`src/rtl/pps_qualifier_pkg.sv`:
```
// Shared FSM encoding, register map and period-check helper for the PPS qualifier.
package pps_qualifier_pkg;

    typedef enum logic [1:0] {
        StIdle    = 2'd0,
        StAcquire = 2'd1,
        StLocked  = 2'd2
    } pps_state_e;

    localparam logic [1:0] AddrNominal = 2'd0;
    localparam logic [1:0] AddrTol     = 2'd1;
    localparam logic [1:0] AddrPeriod  = 2'd2;
    localparam logic [1:0] AddrStatus  = 2'd3;

    localparam logic [31:0] CountMax = 32'hFFFF_FFFF;
    localparam logic [7:0]  EvtMax   = 8'hFF;

    // |period - nominal| <= tol, widened to 33 bits so neither side can wrap.
    function automatic logic within_tol(input logic [31:0] period,
                                        input logic [31:0] nominal,
                                        input logic [31:0] tol);
        logic signed [32:0] diff;
        logic        [32:0] mag;
        diff = $signed({1'b0, period}) - $signed({1'b0, nominal});
        mag  = diff[32] ? $unsigned(-diff) : $unsigned(diff);
        return mag <= {1'b0, tol};
    endfunction

endpackage

```
`src/rtl/pps_sync.sv`:
```
// Two-flop synchronizer for the raw PPS input with rising-edge detect.
module pps_sync (
    input  logic i_clk,
    input  logic i_reset_n,
    input  logic i_async,
    output logic o_edge
);

    logic meta_q;
    logic sync_q;
    logic prev_q;

    always_ff @(posedge i_clk or negedge i_reset_n) begin
        if (!i_reset_n) begin
            meta_q <= 1'b0;
            sync_q <= 1'b0;
            prev_q <= 1'b0;
        end else begin
            meta_q <= i_async;
            sync_q <= meta_q;
            prev_q <= sync_q;
        end
    end

    assign o_edge = sync_q & ~prev_q;

endmodule

```
`src/rtl/pps_qualifier.sv`:
```
// Qualifies a raw GPS PPS against a programmable nominal period and tolerance,
// emitting a one-cycle o_pps only once a run of good periods has been seen.
module pps_qualifier
    import pps_qualifier_pkg::*;
#(
    parameter int unsigned CLOCK_FREQUENCY_HZ = 81_250_000,
    parameter int unsigned DEF_TOLERANCE      = 8192,
    parameter int unsigned LOCK_COUNT         = 4
) (
    input  logic        i_clk,
    input  logic        i_reset_n,
    input  logic        i_gps_pps,
    input  logic        i_wb_stb,
    input  logic        i_wb_we,
    input  logic [1:0]  i_wb_addr,
    input  logic [31:0] i_wb_data,
    output logic        o_wb_stall,
    output logic        o_wb_ack,
    output logic [31:0] o_wb_data,
    output logic        o_pps,
    output logic        o_locked
);

    localparam int unsigned    GoodW    = $clog2(LOCK_COUNT) + 1;
    localparam logic [GoodW-1:0] LockLast = GoodW'(LOCK_COUNT - 1);

    logic             pps_edge;
    logic [31:0]      counter_q;
    logic [31:0]      counter_d;
    logic [31:0]      count_inc;
    logic [31:0]      r_nominal;
    logic [31:0]      r_tol;
    logic [31:0]      r_period;
    logic [32:0]      timeout_limit;
    logic             period_good;
    logic             timeout;
    pps_state_e       state_q;
    pps_state_e       state_d;
    logic [GoodW-1:0] good_cnt_q;
    logic [GoodW-1:0] good_cnt_d;
    logic [7:0]       reject_cnt_q;
    logic [7:0]       reject_cnt_d;
    logic [7:0]       miss_cnt_q;
    logic [7:0]       miss_cnt_d;
    logic             reject_inc;
    logic             miss_inc;
    logic             pps_d;
    logic             wr_en;
    logic             cnt_clear;
    logic [31:0]      rd_data;

    pps_sync u_pps_sync (
        .i_clk     (i_clk),
        .i_reset_n (i_reset_n),
        .i_async   (i_gps_pps),
        .o_edge    (pps_edge)
    );

    // Interval measurement: count_inc doubles as the period seen on an edge.
    always_comb begin
        count_inc     = (counter_q == CountMax) ? CountMax : counter_q + 32'd1;
        counter_d     = pps_edge ? 32'd0 : count_inc;
        period_good   = within_tol(count_inc, r_nominal, r_tol);
        timeout_limit = {1'b0, r_nominal} + {1'b0, r_tol};
        timeout       = {1'b0, counter_q} > timeout_limit;
    end

    assign wr_en     = i_wb_stb & i_wb_we;
    assign cnt_clear = wr_en && (i_wb_addr == AddrStatus);

    always_ff @(posedge i_clk or negedge i_reset_n) begin
        if (!i_reset_n) begin
            counter_q <= 32'd0;
            r_period  <= 32'd0;
            r_nominal <= 32'(CLOCK_FREQUENCY_HZ);
            r_tol     <= 32'(DEF_TOLERANCE);
        end else begin
            counter_q <= counter_d;
            if (pps_edge) begin
                r_period <= count_inc;
            end
            if (wr_en && (i_wb_addr == AddrNominal)) begin
                r_nominal <= i_wb_data;
            end
            if (wr_en && (i_wb_addr == AddrTol)) begin
                r_tol <= i_wb_data;
            end
        end
    end

    // An edge is handled before the timeout so a same-cycle edge always wins.
    always_comb begin
        state_d    = state_q;
        good_cnt_d = good_cnt_q;
        reject_inc = 1'b0;
        miss_inc   = 1'b0;
        pps_d      = 1'b0;
        case (state_q)
            StIdle: begin
                if (pps_edge) begin
                    state_d    = StAcquire;
                    good_cnt_d = '0;
                end
            end
            StAcquire: begin
                if (pps_edge) begin
                    if (period_good) begin
                        if (good_cnt_q == LockLast) begin
                            state_d = StLocked;
                            pps_d   = 1'b1;
                        end else begin
                            good_cnt_d = good_cnt_q + 1'b1;
                        end
                    end else begin
                        good_cnt_d = '0;
                        reject_inc = 1'b1;
                    end
                end else if (timeout) begin
                    state_d  = StIdle;
                    miss_inc = 1'b1;
                end
            end
            StLocked: begin
                if (pps_edge) begin
                    if (period_good) begin
                        pps_d = 1'b1;
                    end else begin
                        state_d    = StAcquire;
                        good_cnt_d = '0;
                        reject_inc = 1'b1;
                    end
                end else if (timeout) begin
                    state_d  = StIdle;
                    miss_inc = 1'b1;
                end
            end
            default: begin
                state_d    = StIdle;
                good_cnt_d = '0;
            end
        endcase
    end

    // Event counters saturate; a software clear beats a same-cycle increment.
    always_comb begin
        reject_cnt_d = reject_cnt_q;
        miss_cnt_d   = miss_cnt_q;
        if (cnt_clear) begin
            reject_cnt_d = 8'd0;
            miss_cnt_d   = 8'd0;
        end else begin
            if (reject_inc && (reject_cnt_q != EvtMax)) begin
                reject_cnt_d = reject_cnt_q + 8'd1;
            end
            if (miss_inc && (miss_cnt_q != EvtMax)) begin
                miss_cnt_d = miss_cnt_q + 8'd1;
            end
        end
    end

    always_ff @(posedge i_clk or negedge i_reset_n) begin
        if (!i_reset_n) begin
            state_q      <= StIdle;
            good_cnt_q   <= '0;
            reject_cnt_q <= 8'd0;
            miss_cnt_q   <= 8'd0;
            o_pps        <= 1'b0;
        end else begin
            state_q      <= state_d;
            good_cnt_q   <= good_cnt_d;
            reject_cnt_q <= reject_cnt_d;
            miss_cnt_q   <= miss_cnt_d;
            o_pps        <= pps_d;
        end
    end

    always_comb begin
        rd_data = 32'd0;
        case (i_wb_addr)
            AddrNominal: rd_data = r_nominal;
            AddrTol:     rd_data = r_tol;
            AddrPeriod:  rd_data = r_period;
            default:     rd_data = {state_q, 14'h0, reject_cnt_q, miss_cnt_q};
        endcase
    end

    // Read data is captured only on strobed cycles and held between accesses.
    always_ff @(posedge i_clk or negedge i_reset_n) begin
        if (!i_reset_n) begin
            o_wb_ack  <= 1'b0;
            o_wb_data <= 32'd0;
        end else begin
            o_wb_ack <= i_wb_stb;
            if (i_wb_stb) begin
                o_wb_data <= rd_data;
            end
        end
    end

    assign o_wb_stall = 1'b0;
    assign o_locked   = (state_q == StLocked);

endmodule

```
`config.mk`:
```
export PLATFORM = sky130hd
export DESIGN_NAME = pps_qualifier
export DESIGN_NICKNAME = d
export VERILOG_FILES = /design/src/rtl/pps_qualifier_pkg.sv /design/src/rtl/pps_sync.sv /design/src/rtl/pps_qualifier.sv
export SDC_FILE = /design/constraint.sdc
export NUM_CORES = 1
export LEC_CHECK = 0
export BUFFER_PORTS_ARGS = -buffer_cell sky130_fd_sc_hd__buf_2
export CORE_AREA = 8 8 199 201
export DETAILED_ROUTE_END_ITERATION = 16
export DIE_AREA = 0 0 207 209
export GPL_ROUTABILITY_DRIVEN = 0
export PLACE_DENSITY = 0.62
export SYNTH_ARGS = -nofsm -noshare
export SYNTH_HDL_FRONTEND = slang
export SYNTH_SLANG_ARGS = --single-unit
```
`constraint.sdc`:
```
create_clock -name i_clk -period 7.36 [get_ports i_clk]
set_clock_uncertainty 0.15 [all_clocks]
set_input_delay 0.736 -clock i_clk [delete_from_list [all_inputs] [get_ports i_clk]]
set_output_delay 0.736 -clock i_clk [all_outputs]
set_load 0.03 [all_outputs]
```
==> results.json <==
{
  "numCtsBuffers": 17,
  "drc_errors": 0,
  "dpl-instance-area_sq_um": 15740,
  "drtIter0Drc": 1150,
  "cap_violations": 0,
  "final_common_cell": "dfrtp_1",
  "layout_common_cells": "dfrtp_1 (171), nand2_1 (142), nor2_1 (140)",
  "synth_top_area_share_pct": 29.94,
  "dieArea_sq_um": 43260,
  "cts_tree": "built",
  "vdd_ir_drop_max_v": 0.0001574,
  "clk_latency_ns": 0.44,
  "synth_cells": 1624,
  "async_flop_share_pct": 100.0,
  "clock-sinks": 186,
  "wl_per_cell_um": 19.54,
  "r2r-start": "counter_q[18]$_DFF_PN0_",
  "avgSynthCellArea_sq_um": 8.800,
  "yosysUniqueCellTypes": 88,
  "tns_ns": 0,
  "worst_slew_pin_slew_ns": 1.193,
  "synth_flop_cell": "dfrtp_1",
  "finalSetupViolations": 0,
  "synth_area_leaders": "dfrtp_1 (30%), ha_1 (12%), o21ai_0 (4.6%), a21oi_1 (4.3%), nor2_1 (4.2%)",
  "clkTransAtPathRegs_ns": 0.07,
  "required_ns": 7.59,
  "antenna_found_initial": 0,
  "cts_buffer_depth": 2,
  "worst_path_largest_cell_delay_ns": 0.52,
  "drive_above_1_share_pct": 23.06,
  "fin_util_pct": 46.41,
  "setup.worst_path.start_class": "flop",
  "synthToLayoutAreaGrowth_pct": 17.75,
  "antenna-diode-count": 0,
  "nets": 1948,
  "die_w_um": 207,
  "leakagePower_nw": 8.182,
  "dr.pass1.iters": 7,
  "core_area_sq_um": 36260,
  "placement.io_buffers": 73,
  "fin_cells": 2250,
  "gr-total-overflow": 0,
  "grt_pass1_wl_um": 67920,
  "initial_core_util_pct": 39.41,
  "final_antenna_net_count": 0,
  "rr_worst_depth": 33,
  "fmax_mhz": 139.5,
  "cts_max_level": 4,
  "reg2reg_to": "reject_cnt_q[7]$_DFFE_PN0P_",
  "cp_max_fo": 8,
  "slew_headroom_pct": 20.19,
  "r2r_slack_ns": 0.19,
  "dieHeight_um": 209,
  "synth_top_cell_by_area": "dfrtp_1",
  "syn_nets": 1803,
  "place_inst": 2201,
  "ioPinCount": 75,
  "vias": 12660,
  "synth_area_sq_um": 14290,
  "timing.final.crit_period_ns": 7.169,
  "wl_um": 43960,
  "root_buffer": "clkbuf_16",
  "p_per_area_nw_per_um2": 270.8,
  "vias_per_cell": 5.628,
  "layout_setup_ws_ns": 0.1913,
  "path_class": "flop to flop",
  "synth-seq-cells": 186,
  "status": "finished clean",
  "min_path_type": "input pin to asynchronous set/reset pin",
  "final-hold-violation-count": 0,
  "crit_arrival_ns": 7.40,
  "finish.instance_area_sq_um": 16830,
  "maxSlewViolCount": 0,
  "grt_pass1_vias": 12310,
  "synth_edf_count": 0,
  "cp_slowest_cell": "or4_4",
  "grt_max_degree": 87,
  "dp_hpwl_um": 34030,
  "cp-end-kind": "flop",
  "period_share_pct": 97.40,
  "pre_cts_slack_ns": -0.1722,
  "yosysSeqAreaShare_pct": 32.70,
  "num_rows": 70,
  "synth_warnings": 0,
  "track_usage_pct": 19.54
}
## power by group
group          leakage [nW]  internal, W  total, W  switching [W]
clock                 0.283     0.000491  0.000913       0.000422
combinational          5.52     0.000967   0.00229        0.00132
sequential             2.38      0.00118   0.00136       0.000176
## metrics by stage
step	total power, W	hold slack (ns)
after floorplan	0.002877	0.1812
after global placement	0.003470	0.1906
after detailed placement	0.003527	0.1962
after CTS	0.004454	0.2082
after global routing	0.004860	0.2204
final	0.004557	0.1688
## sequential cells by signal, indices dropped and copies added, names as in the netlist
signal / cells
u_pps_sync.prev_q: 1
miss_cnt_q: 8
o_wb_data: 32
good_cnt_q: 3
u_pps_sync.meta_q: 1
state_q: 2
reject_cnt_q: 8
r_nominal: 32
u_pps_sync.sync_q: 1
counter_q: 32
r_tol: 32
o_pps: 1
o_wb_ack: 1
r_period: 32
## cell usage after synthesis (5+ instances only)
library cell and number:
a31oi_1 13, o21ai_1 5, nor4_1 7, clkbuf_1 47, dfrtp_1 171, nor3_1 28
nand4_1 25, nand3_1 38, o211ai_1 7, or2_2 11, and3_1 23, mux4_2 18
a211oi_1 14, o21ai_0 131, inv_1 115, or3_1 11, nor2b_1 20, xnor2_1 56
a21oi_1 123, o21bai_1 8, xor2_1 55, a21o_1 41, mux2i_1 20, mux2_2 52
o21a_1 13, a31o_2 5, o31ai_1 7, dfstp_2 15, nand2_1 145, nor2_1 159
ha_1 138, and2_1 8, nand2b_1 13
## layer usage
layer  part of all wire, %  global-route usage [%]
met5                     0                       0
met4                   2.5                   6.458
met3                   6.0                   2.978
met2                    45                   30.43
met1                    47                   27.40
## worst max-delay path, delay by kind of cell, from the launching register on
kind | cells | cell delay [ns]
XOR/XNOR | 2 | 0.36
buffers and inverters | 4 | 0.62
AND/OR/NAND/NOR | 16 | 3.48
flip-flops | 1 | 0.41
AO/OA/AOI/OAI | 9 | 1.53
adder cells (fa/ha/maj) | 2 | 0.53
## worst max-delay path by stage
stage                       startpoint                           to  slack, ns  cells after the start
2_1_floorplan   counter_q[2]$_DFF_PN0_  reject_cnt_q[7]$_DFFE_PN0P_       0.03                     32
3_3_place_gp    counter_q[4]$_DFF_PN0_       state_q[0]$_DFFE_PN0P_     -0.006                     34
3_5_place_dp    counter_q[4]$_DFF_PN0_    good_cnt_q[1]$_DFFE_PN0P_      -0.17                     34
4_1_cts         counter_q[4]$_DFF_PN0_    good_cnt_q[1]$_DFFE_PN0P_       0.03                     33
5_1_grt         counter_q[4]$_DFF_PN0_       state_q[0]$_DFFE_PN0P_      -0.11                     34
6_report       counter_q[18]$_DFF_PN0_  reject_cnt_q[7]$_DFFE_PN0P_       0.19                     33
## cells by family (layout without fill, tap and decap cells)
family          Yosys count  after routing  synth area share (%)
simple gates            516            516                 17.35
compound gates          409            409                 17.83
flops                   186            186                 32.70
buf+inv                 171            329                 4.596
fa+ha+maj               140            140                 12.36
xor+xnor                111            111                 6.803
mux                      90             90                 8.335
other cells               1              1               0.02624
## final cells by class
class,instances,area (sq um)
multi-input combinational,1267,9359
inverter,115,431.7
sequential,186,4673
fill,3501,19430
clock inverter,11,110.1
clock buffer,21,460.4
timing repair buffer,182,1207
tap,468,585.6
## repair_timing
item                       CTS  global route
buffers inserted             1            15
setup endpoints to repair    8            22
hold buffers                 0             0
cloned                       0             1
pin swaps                    1            24
resized for setup            5            99
(Power assumes the default switching activity.)
